**src/rtl/bfloat_pkg.sv**
```systemverilog
// Shared bfloat16 types and constants for the add/sub alignment datapath.
package bfloat_pkg;

    localparam logic [15:0] BF_QNAN    = 16'h7FC0;
    localparam logic [7:0]  BF_EXP_MAX = 8'hFF;
    localparam int unsigned MAN_W      = 11;

    typedef struct packed {
        logic       sign;
        logic [7:0] exp;
        logic [6:0] frac;
    } bf16_t;

    // Stage-1 register contents: classified, swapped operands.
    typedef struct packed {
        logic        res_sign;
        logic [7:0]  exp_l;
        logic        hid_l;
        logic [6:0]  frac_l;
        logic        hid_s;
        logic [6:0]  frac_s;
        logic [7:0]  diff;
        logic        eff_sub;
        logic        special;
        logic [15:0] spec_res;
    } s1_t;

    // Stage-2 register contents: exactly what leaves the block.
    typedef struct packed {
        logic             res_sign;
        logic [7:0]       exp_l;
        logic [MAN_W-1:0] man_l;
        logic [MAN_W-1:0] man_s;
        logic             eff_sub;
        logic             special;
        logic [15:0]      spec_res;
    } s2_t;

endpackage

```
**src/rtl/bfloat_align_shift.sv**
```systemverilog
// Right shifter that folds every bit shifted out into the result LSB (sticky).
module bfloat_align_shift
    import bfloat_pkg::*;
(
    input  logic [MAN_W-1:0] in,
    input  logic [7:0]       sh,
    output logic [MAN_W-1:0] out
);

    logic [MAN_W-1:0] shifted;
    logic [MAN_W-1:0] lost_mask;
    logic             lost;

    always_comb begin
        shifted   = in >> sh;
        lost_mask = (sh >= 8'(MAN_W)) ? '1 : ((MAN_W'(1) << sh) - MAN_W'(1));
        lost      = |(in & lost_mask);
        out       = {shifted[MAN_W-1:1], shifted[0] | lost};
    end

endmodule

```
**src/rtl/bfloat_align.sv**
```systemverilog
// bfloat16 add/sub alignment: stage 1 classifies and swaps, stage 2 shifts the
// smaller significand with sticky. Two-entry elastic pipeline, full throughput.
module bfloat_align
    import bfloat_pkg::*;
(
    input  logic             clk,
    input  logic             rst_n,
    input  logic             in_valid,
    output logic             in_ready,
    input  logic [15:0]      a,
    input  logic [15:0]      b,
    input  logic             op,
    output logic             out_valid,
    input  logic             out_ready,
    output logic             res_sign,
    output logic [7:0]       exp_l,
    output logic [MAN_W-1:0] man_l,
    output logic [MAN_W-1:0] man_s,
    output logic             eff_sub,
    output logic             special,
    output logic [15:0]      spec_res
);

    s1_t  s1_d, s1_q;
    s2_t  s2_d, s2_q;
    logic s1_valid_q, out_valid_q;
    logic s1_adv, s2_adv;

    assign s2_adv   = ~out_valid_q | out_ready;
    assign s1_adv   = ~s1_valid_q | s2_adv;
    assign in_ready = s1_adv;

    // Operand b carries its effective sign from here on.
    bf16_t        op_a, op_b;
    logic         a_zero, b_zero, a_nan, b_nan, a_inf, b_inf, eff_c, swap;
    logic [6:0]   frac_a, frac_b;
    logic [14:0]  mag_a, mag_b;

    always_comb begin
        op_a   = a;
        op_b   = {b[15] ^ op, b[14:0]};
        eff_c  = op_a.sign ^ op_b.sign;
        a_zero = (op_a.exp == 8'd0);
        b_zero = (op_b.exp == 8'd0);
        frac_a = a_zero ? 7'd0 : op_a.frac;
        frac_b = b_zero ? 7'd0 : op_b.frac;
        a_nan  = (op_a.exp == BF_EXP_MAX) && (op_a.frac != 7'd0);
        b_nan  = (op_b.exp == BF_EXP_MAX) && (op_b.frac != 7'd0);
        a_inf  = (op_a.exp == BF_EXP_MAX) && (op_a.frac == 7'd0);
        b_inf  = (op_b.exp == BF_EXP_MAX) && (op_b.frac == 7'd0);
        mag_a  = {op_a.exp, frac_a};
        mag_b  = {op_b.exp, frac_b};
        swap   = mag_b > mag_a;
    end

    always_comb begin
        s1_d         = '0;
        s1_d.eff_sub = eff_c;
        if (a_nan || b_nan || (a_inf && b_inf && eff_c)) begin
            s1_d.special  = 1'b1;
            s1_d.spec_res = BF_QNAN;
        end else if (a_inf) begin
            s1_d.special  = 1'b1;
            s1_d.spec_res = {op_a.sign, BF_EXP_MAX, 7'd0};
        end else if (b_inf) begin
            s1_d.special  = 1'b1;
            s1_d.spec_res = {op_b.sign, BF_EXP_MAX, 7'd0};
        end else if (a_zero && b_zero) begin
            s1_d.special  = 1'b1;
            s1_d.spec_res = {op_a.sign & op_b.sign, 15'd0};
        end else if (eff_c && (mag_a == mag_b)) begin
            s1_d.special  = 1'b1;
            s1_d.spec_res = 16'h0000;
        end else if (swap) begin
            s1_d.res_sign = op_b.sign;
            s1_d.exp_l    = op_b.exp;
            s1_d.hid_l    = ~b_zero;
            s1_d.frac_l   = frac_b;
            s1_d.hid_s    = ~a_zero;
            s1_d.frac_s   = frac_a;
            s1_d.diff     = op_b.exp - op_a.exp;
        end else begin
            s1_d.res_sign = op_a.sign;
            s1_d.exp_l    = op_a.exp;
            s1_d.hid_l    = ~a_zero;
            s1_d.frac_l   = frac_a;
            s1_d.hid_s    = ~b_zero;
            s1_d.frac_s   = frac_b;
            s1_d.diff     = op_a.exp - op_b.exp;
        end
    end

    logic [MAN_W-1:0] man_s_sh;

    bfloat_align_shift u_shift (
        .in  ({s1_q.hid_s, s1_q.frac_s, 3'b000}),
        .sh  (s1_q.diff),
        .out (man_s_sh)
    );

    always_comb begin
        s2_d          = '0;
        s2_d.res_sign = s1_q.res_sign;
        s2_d.exp_l    = s1_q.exp_l;
        s2_d.man_l    = {s1_q.hid_l, s1_q.frac_l, 3'b000};
        s2_d.man_s    = man_s_sh;
        s2_d.eff_sub  = s1_q.eff_sub;
        s2_d.special  = s1_q.special;
        s2_d.spec_res = s1_q.spec_res;
    end

    always_ff @(posedge clk) begin
        if (!rst_n) begin
            s1_valid_q  <= 1'b0;
            out_valid_q <= 1'b0;
            s1_q        <= '0;
            s2_q        <= '0;
        end else begin
            if (s1_adv) begin
                s1_valid_q <= in_valid;
                if (in_valid) begin
                    s1_q <= s1_d;
                end
            end
            if (s2_adv) begin
                out_valid_q <= s1_valid_q;
                if (s1_valid_q) begin
                    s2_q <= s2_d;
                end
            end
        end
    end

    assign out_valid = out_valid_q;
    assign res_sign  = s2_q.res_sign;
    assign exp_l     = s2_q.exp_l;
    assign man_l     = s2_q.man_l;
    assign man_s     = s2_q.man_s;
    assign eff_sub   = s2_q.eff_sub;
    assign special   = s2_q.special;
    assign spec_res  = s2_q.spec_res;

endmodule

```
**config.mk**
```make
export PLATFORM = sky130hd
export DESIGN_NAME = bfloat_align
export DESIGN_NICKNAME = d
export VERILOG_FILES = /design/src/rtl/bfloat_pkg.sv /design/src/rtl/bfloat_align_shift.sv /design/src/rtl/bfloat_align.sv
export SDC_FILE = /design/constraint.sdc
export NUM_CORES = 1
export LEC_CHECK = 0
export ABC_AREA = 1
export BUFFER_PORTS_ARGS = -buffer_cell sky130_fd_sc_hd__buf_2
export CAP_MARGIN = 20
export CORE_UTILIZATION = 61
export CTS_CLUSTER_DIAMETER = 50
export DETAILED_ROUTE_END_ITERATION = 7
export MAX_ROUTING_LAYER = met4
export PLACE_DENSITY = 0.87
export SYNTH_ARGS = -nofsm -noshare
export SYNTH_HDL_FRONTEND = slang
export SYNTH_SLANG_ARGS = --single-unit
```
**constraint.sdc**
```tcl
create_clock -name clk -period 4.2 [get_ports clk]
set_clock_uncertainty 0.2 [all_clocks]
set_input_delay 0.21 -clock clk [delete_from_list [all_inputs] [get_ports clk]]
set_output_delay 0.21 -clock clk [all_outputs]
set_load 0.03 [all_outputs]
```
### Word-level counts from Yosys, hierarchy flattened

Cells that the tools add are included.

| word-level totals | value |
|---|---|
| register bits after elaboration | 99 |
| bits in latches | 0 |
| bits in writable memories | 0 |
| bits in read-only memories | 0 |
| output and inout bits | 51 |
| logic and storage cells | 73 |
| memories | 0 |

| cells by class | value |
|---|---|
| add/subtract/negate cells | 3 |
| multiply operators | 0 |
| div/mod/pow operators | 0 |
| $lt $le $gt $ge | 2 |
| eq/ne operators | 3 |
| shift operators | 2 |
| mux-type cells | 14 |
| bitwise logic cells | 11 |
| reductions and logical operators | 19 |

Operator list:

| cell | number |
|---|---|
| $mux 33 | 6 |
| $mux 17 | 5 |
| $eq 8x8->1 const B | 2 |
| $logic_not 8->1 | 2 |
| $sub 8x8->8 | 2 |
| $eq 15x15->1 | 1 |
| $gt 15x15->1 | 1 |
| $logic_not 7->1 | 2 |
| $mux 7 | 2 |
| $reduce_bool 7->1 | 2 |
| $and 11x11->11 | 1 |
| $mux 11 | 1 |
| $reduce_or 11->1 | 1 |
| $shl 1x8->11 const A | 1 |
| $shr 11x8->11 | 1 |
| $sub 11x1->11 const B | 1 |
| $ge 8x4->1 const B | 1 |
| $logic_and 1x1->1 | 8 |
| $not 1->1 | 4 |
| $reduce_and 2->1 | 2 |
| $or 1x1->1 | 3 |
| $logic_or 1x1->1 | 2 |
| $xor 1x1->1 | 2 |
| $and 1x1->1 | 1 |

### Longest topological paths before layout

| depth | value |
|---|---|
| depth after elaboration | 9 |
| depth in mapped cells | 19 |

### Hierarchy

Synthesis repeated with hierarchy kept, for this count alone.

| second synthesis, totals | value |
|---|---|
| cell total of the unflattened synthesis | 827 |
| area, all modules | 5187.5 um^2 |

Modules (own cells, without submodules):

| module | instances | cells an instance | area each (um^2) | sequential area each (um^2) |
|---|---|---|---|---|
| bfloat_align | 1 | 652 | 4332.9 | 1461.4 |
| bfloat_align_shift | 1 | 175 | 854.6 | 0.0 |

### Least setup slack after synthesis

OpenSTA, ideal clock, no wires.

| path | value |
|---|---|
| path kind | in2reg |
| from | input a[8] |
| to | register s1_q[32] (netlist name) |
| setup time | 0.132 ns |
| data arrival time | 2.007 ns |
| required time | 3.868 ns |
| setup slack | 1.861 ns |
| stages on the path | 17 |
| buffers on the path | 1 |
| cell sequence | inv_1 > nand4_1 > nor2_1 > inv_1 > nand2_1 > ha_1 > nand2_1 > inv_1 > a21oi_1 > nand2_1 > nand2_1 > nand2_2 > nand2_4 > inv_2 > buf_6 > o211ai_1 > a21oi_1 |

| between the ends | value |
|---|---|
| word-level cells in the longest chain between the ends | 9 |
| elaborated cells on any way between the ends | 19 |
| classes of those cells | order compare: 1; eq/ne: 2; mux: 7; reduce/logical: 9 |

RTL lines:

| item | line | text |
|---|---|---|
| from (decl) | bfloat_align.sv:10 | `input logic [15:0] a,` |
| $logic_not 8->1 | bfloat_align.sv:43 | `a_zero = (op_a.exp == 8'd0);` |
| $mux 7 | bfloat_align.sv:45 | `frac_a = a_zero ? 7'd0 : op_a.frac;` |
| $gt 15x15->1 / $eq 15x15->1 (equally long branches) | bfloat_align.sv:53, bfloat_align.sv:71 |  |
| $mux 33 / $logic_and 1x1->1 (equally long branches) | bfloat_align.sv:74, bfloat_align.sv:71 |  |
| $mux 33 | bfloat_align.sv:71 | `end else if (eff_c && (mag_a == mag_b)) begin` |
| $mux 33 | bfloat_align.sv:68 | `end else if (a_zero && b_zero) begin` |
| $mux 33 | bfloat_align.sv:65 | `end else if (b_inf) begin` |
| $mux 33 | bfloat_align.sv:62 | `end else if (a_inf) begin` |
| $mux 33 (*) | bfloat_align.sv:59 | `if (a_nan \|\| b_nan \|\| (a_inf && b_inf && eff_c)) begin` |
| to (signal assigned) | bfloat_align.sv:116 | `s1_q <= '0;` |
| to (signal assigned) | bfloat_align.sv:122 | `s1_q <= s1_d;` |
| to (decl) | bfloat_align.sv:24 | `s1_t s1_d, s1_q;` |

Every way passes the cells marked *; elsewhere a longest branch is shown, timed or not.
A chain may end at the register's enable or synchronous reset.

### Worst setup path in the final report

| path | value |
|---|---|
| from | input a[8] |
| to | register s1_q[28] (netlist name) |

Same word-level chain as after synthesis.

==> run_results.csv <==
group,metric,value,unit
outcome,status,"finished, final reports clean",
grt,grt_use_met2,0.511,
power_and_ir_drop,power_frac_seq,0.411,
logic_synthesis,synth_area_leaders,"dfxtp_1 (31%), nand2_1 (12%), nor2_1 (8.1%)",
logic_synthesis,ys_types,43,
sta,rsz0062_at_grt,"no",
sta,hold_viol,0,
sta,timing.fmax,0.319,GHz
routing,drtIter0Drc,568,
routing,via_per_inst,5.80,
grt,grt_max_degree,46,
layout,antenna_cells,0,
placement,dp_hpwl,9800,um
sta,timing.final.crit_share,0.746,
die,core-area,0.00737,sq mm
power_and_ir_drop,p_sw,0.699,mW
power_and_ir_drop,pwr-share-clk,0.307,
layout,finalNetCount,824,
power_and_ir_drop,switching_share,0.367,
logic_synthesis,avgSynthCellArea,6.67,sq um
sta,report.final.setup_viol,0,
logic_synthesis,synth_seq_cells,73,
clocking,htreeDepth,3,
die,die_area,0.00807,sq mm
grt,overflow,0,
clocking,cts_tree,"done",
sta,fin_crit,3130,ps
die,pin_count,88,
routing,routed-via-count,5019,
clocking,worstSkewPairLatency,350,ps
layout,syn2layout_area_growth,10.7,%
logic_synthesis,synth.largest_area_cell,"dfxtp_1",
placement,routabilityCongestion,0.997,
grt,grtUsageMet1,0.462,
sta,slew-limit-headroom,0.392,
sta,holdWs,35.2,ps
logic_synthesis,syn-cell-area,0.00470,sq mm
placement,numPortBuffers,78,
clocking,clock_path_buffers,2,
clocking,cts-buffers-inserted,9,
routing,routedWlPerCell,15.0,um
grt,track_usage,0.342,
die,start_util,0.638,
sta,tns,0,ps
sta,worst_pin_slew,911,ps
grt,antenna_found_initial,0,
routing,wirelength,13000,um
power_and_ir_drop,vdd_ir_drop_max,0.000237,V
clocking,clkTransAtPathRegs,80,ps
min_path,min_path_type,"in -> reg",
setup_path,crit_path_end_kind,"flip-flop",
setup_path,critPathKind,"in -> reg",
setup_path,startpoint_type,"input pin",
sta,drv_slew,0,
clocking,root_buffer,"clkbuf_8",
power_and_ir_drop,cellLeakagePower,2.49,nW
routing,drc_errors,0,
setup_path,cp.arrival,3210,ps
setup_path,required,4270,ps
clocking,cts_sinks,73,
routing,ant_nets,0,
power_and_ir_drop,intPower,1.21,mW
power_and_ir_drop,p_per_area,366,mW/mm^2
die,die_h,89.8,um
die,std_cell_rows,31,
grt,grt_pass1_vias,4541,
layout,multi_input_area,0.00270,sq mm
grt,grtUsageMet3,0.0745,
min_path,worstHoldPathCells,3,
grt,grt_pass1_wl,21700,um
setup_path,ff2ff_path_depth,8,
logic_synthesis,yosys_warnings,0,
power_and_ir_drop,pwr-share-comb,0.282,
logic_synthesis,seq_area_frac_synth,0.311,
logic_synthesis,synth_cells,705,
setup_path,worstPathMaxFanout,21,
layout,fill_cells,618,
logic_synthesis,synth.top_cell.area_share,0.311,
grt,busiest_layer,"met2",
die,die_x,89.8,um
routing,first_pass_iters,6,
flow_run,cap_violations,0,
layout,drive_above_1_share,0.158,
layout,register_area,0.00146,sq mm
==> cells in the mapped netlist <==
| master | instances |
|---|---|
| nand2_1 | 152 |
| nor2_1 | 101 |
| dfxtp_1 | 73 |
| inv_1 | 66 |
| a21oi_1 | 62 |
| nand3_1 | 39 |
| o21ai_0 | 39 |
| o211ai_1 | 28 |
| ha_1 | 23 |
| nand4_1 | 23 |
| buf_4 | 20 |
| clkbuf_1 | 14 |
| xor2_1 | 7 |
| buf_6 | 6 |
| inv_2 | 6 |
| nand2_2 | 5 |
| buf_2 | 3 |
| nor2_2 | 3 |
| o21ai_1 | 3 |
| a21o_1 | 2 |
| buf_1 | 2 |
| clkinv_1 | 2 |
| fa_1 | 2 |
| nand2_4 | 2 |
| nor3_1 | 2 |
| o21bai_1 | 2 |
| or2_2 | 2 |
| a21oi_2 | 1 |
| a22oi_1 | 1 |
| a31oi_1 | 1 |
| a32oi_1 | 1 |
| and3_1 | 1 |
| conb_1 | 1 |
| nand3_2 | 1 |
| nand3b_1 | 1 |
| nor2_4 | 1 |
| nor2_8 | 1 |
| o211a_1 | 1 |
| o21a_1 | 1 |
| o21ai_2 | 1 |
| o22ai_1 | 1 |
| o31ai_1 | 1 |
| xnor2_1 | 1 |
==> worst paths after layout <==
| check | startpoint | end | slack [ps] |
|---|---|---|---|
| setup reg to reg | out_valid$_SDFFE_PN0P_ | s1_q[28]$_SDFFE_PN0P_ | 1320 |
| hold reg to reg | s1_q[47]$_SDFFE_PN0P_ | s1_q[47]$_SDFFE_PN0P_ | 270 |
| setup / recovery | a[8] | s1_q[28]$_SDFFE_PN0P_ | 1070 |
| hold / removal | a[15] | s1_q[50]$_SDFFE_PN0P_ | 40 |
==> power groups by stage <==
stage	registers [mW]	logic [mW]	clock network, mW
2_1_floorplan	0.825	0.377	0
4_1_cts	0.783	0.526	0.586
3_3_place_gp	0.796	0.517	0
3_5_place_dp	0.798	0.522	0
5_1_grt	0.791	0.592	0.616
6_report	0.784	0.537	0.584
==> worst max-delay path, cell delays in order <==
cell and delay, ps:
buf_2 130, inv_1 140, nand4_1 110, nor2_1 260, inv_1 200, nand2_1 160, ha_1 270, nand2_1 70
inv_1 40, nand3_1 60, nor2_1 50, nand4_1 80, nand3_1 90, nor2_2 720, buf_4 310, o211ai_1 150
a21oi_1 150
==> registers in the layout, indices dropped and copies added, names as in the netlist <==
register    count
exp_l           8
special         1
spec_res        3
eff_sub         1
res_sign        1
s1_q           38
out_valid       1
s1_valid_q      1
man_s          11
man_l           8
==> cell families after synthesis <==
family,Yosys count,share of synthesized area
buf+inv,119,0.121
xor+xnor,8,0.0149
fa+ha+maj,25,0.0697
flops,73,0.311
compound gates,145,0.177
simple gates,334,0.306
other cells,1,0.000797
==> metal layers <==
| metal | vias up | wire (um) |
|---|---|---|
| li1 | 2424 | - |
| met2 | 256 | 5780 |
| met4 | 0 | 212 |
| met1 | 2316 | 5720 |
| met5 | - | 0 |
| met3 | 23 | 1260 |
==> placed cells by master (no fill, tap or decap), types with 4 or more instances in the layout <==
| cell type | Yosys | final |
|---|---|---|
| nor2_1 | 101 | 101 |
| nand2_2 | 5 | 5 |
| nand4_1 | 23 | 23 |
| inv_2 | 6 | 6 |
| o211ai_1 | 28 | 28 |
| conb_1 | 1 | 9 |
| inv_1 | 66 | 66 |
| a21oi_1 | 62 | 62 |
| dfxtp_1 | 73 | 73 |
| buf_2 | 3 | 78 |
| nand2_1 | 152 | 152 |
| xor2_1 | 7 | 7 |
| nand3_1 | 39 | 39 |
| buf_4 | 20 | 4 |
| o21ai_0 | 39 | 39 |
| clkbuf_8 | 0 | 10 |
| ha_1 | 23 | 23 |
==> repair_timing <==
item,CTS,global route
endpoints found under the setup margin,0,0
setup buffers,0,0
resized for setup,0,0
endpoints found under the hold margin,2,0
hold buffers,1,0
==> cell type report <==
class                   count  area share
clock buffers              10      0.0264
clock inverters             6      0.0142
inverters                  74      0.0533
multi-input cells         521       0.519
flip-flops and latches     73       0.281
well taps                  99      0.0238
repair buffers             83      0.0827
==> per-stage QoR <==
stage,instances,setup slack (ps),power [mW],cell area (sq um),utilization
after CTS,866,1150,1.90,5210,0.707
after floorplan,713,1860,1.20,4730,-
after global routing,866,697,2.00,5210,0.707
final,866,1070,1.91,5210,0.707
after detailed placement,849,789,1.32,4990,0.677
after global placement,849,844,1.31,4990,0.677
Note: power is estimated with default switching activity, not from simulation.
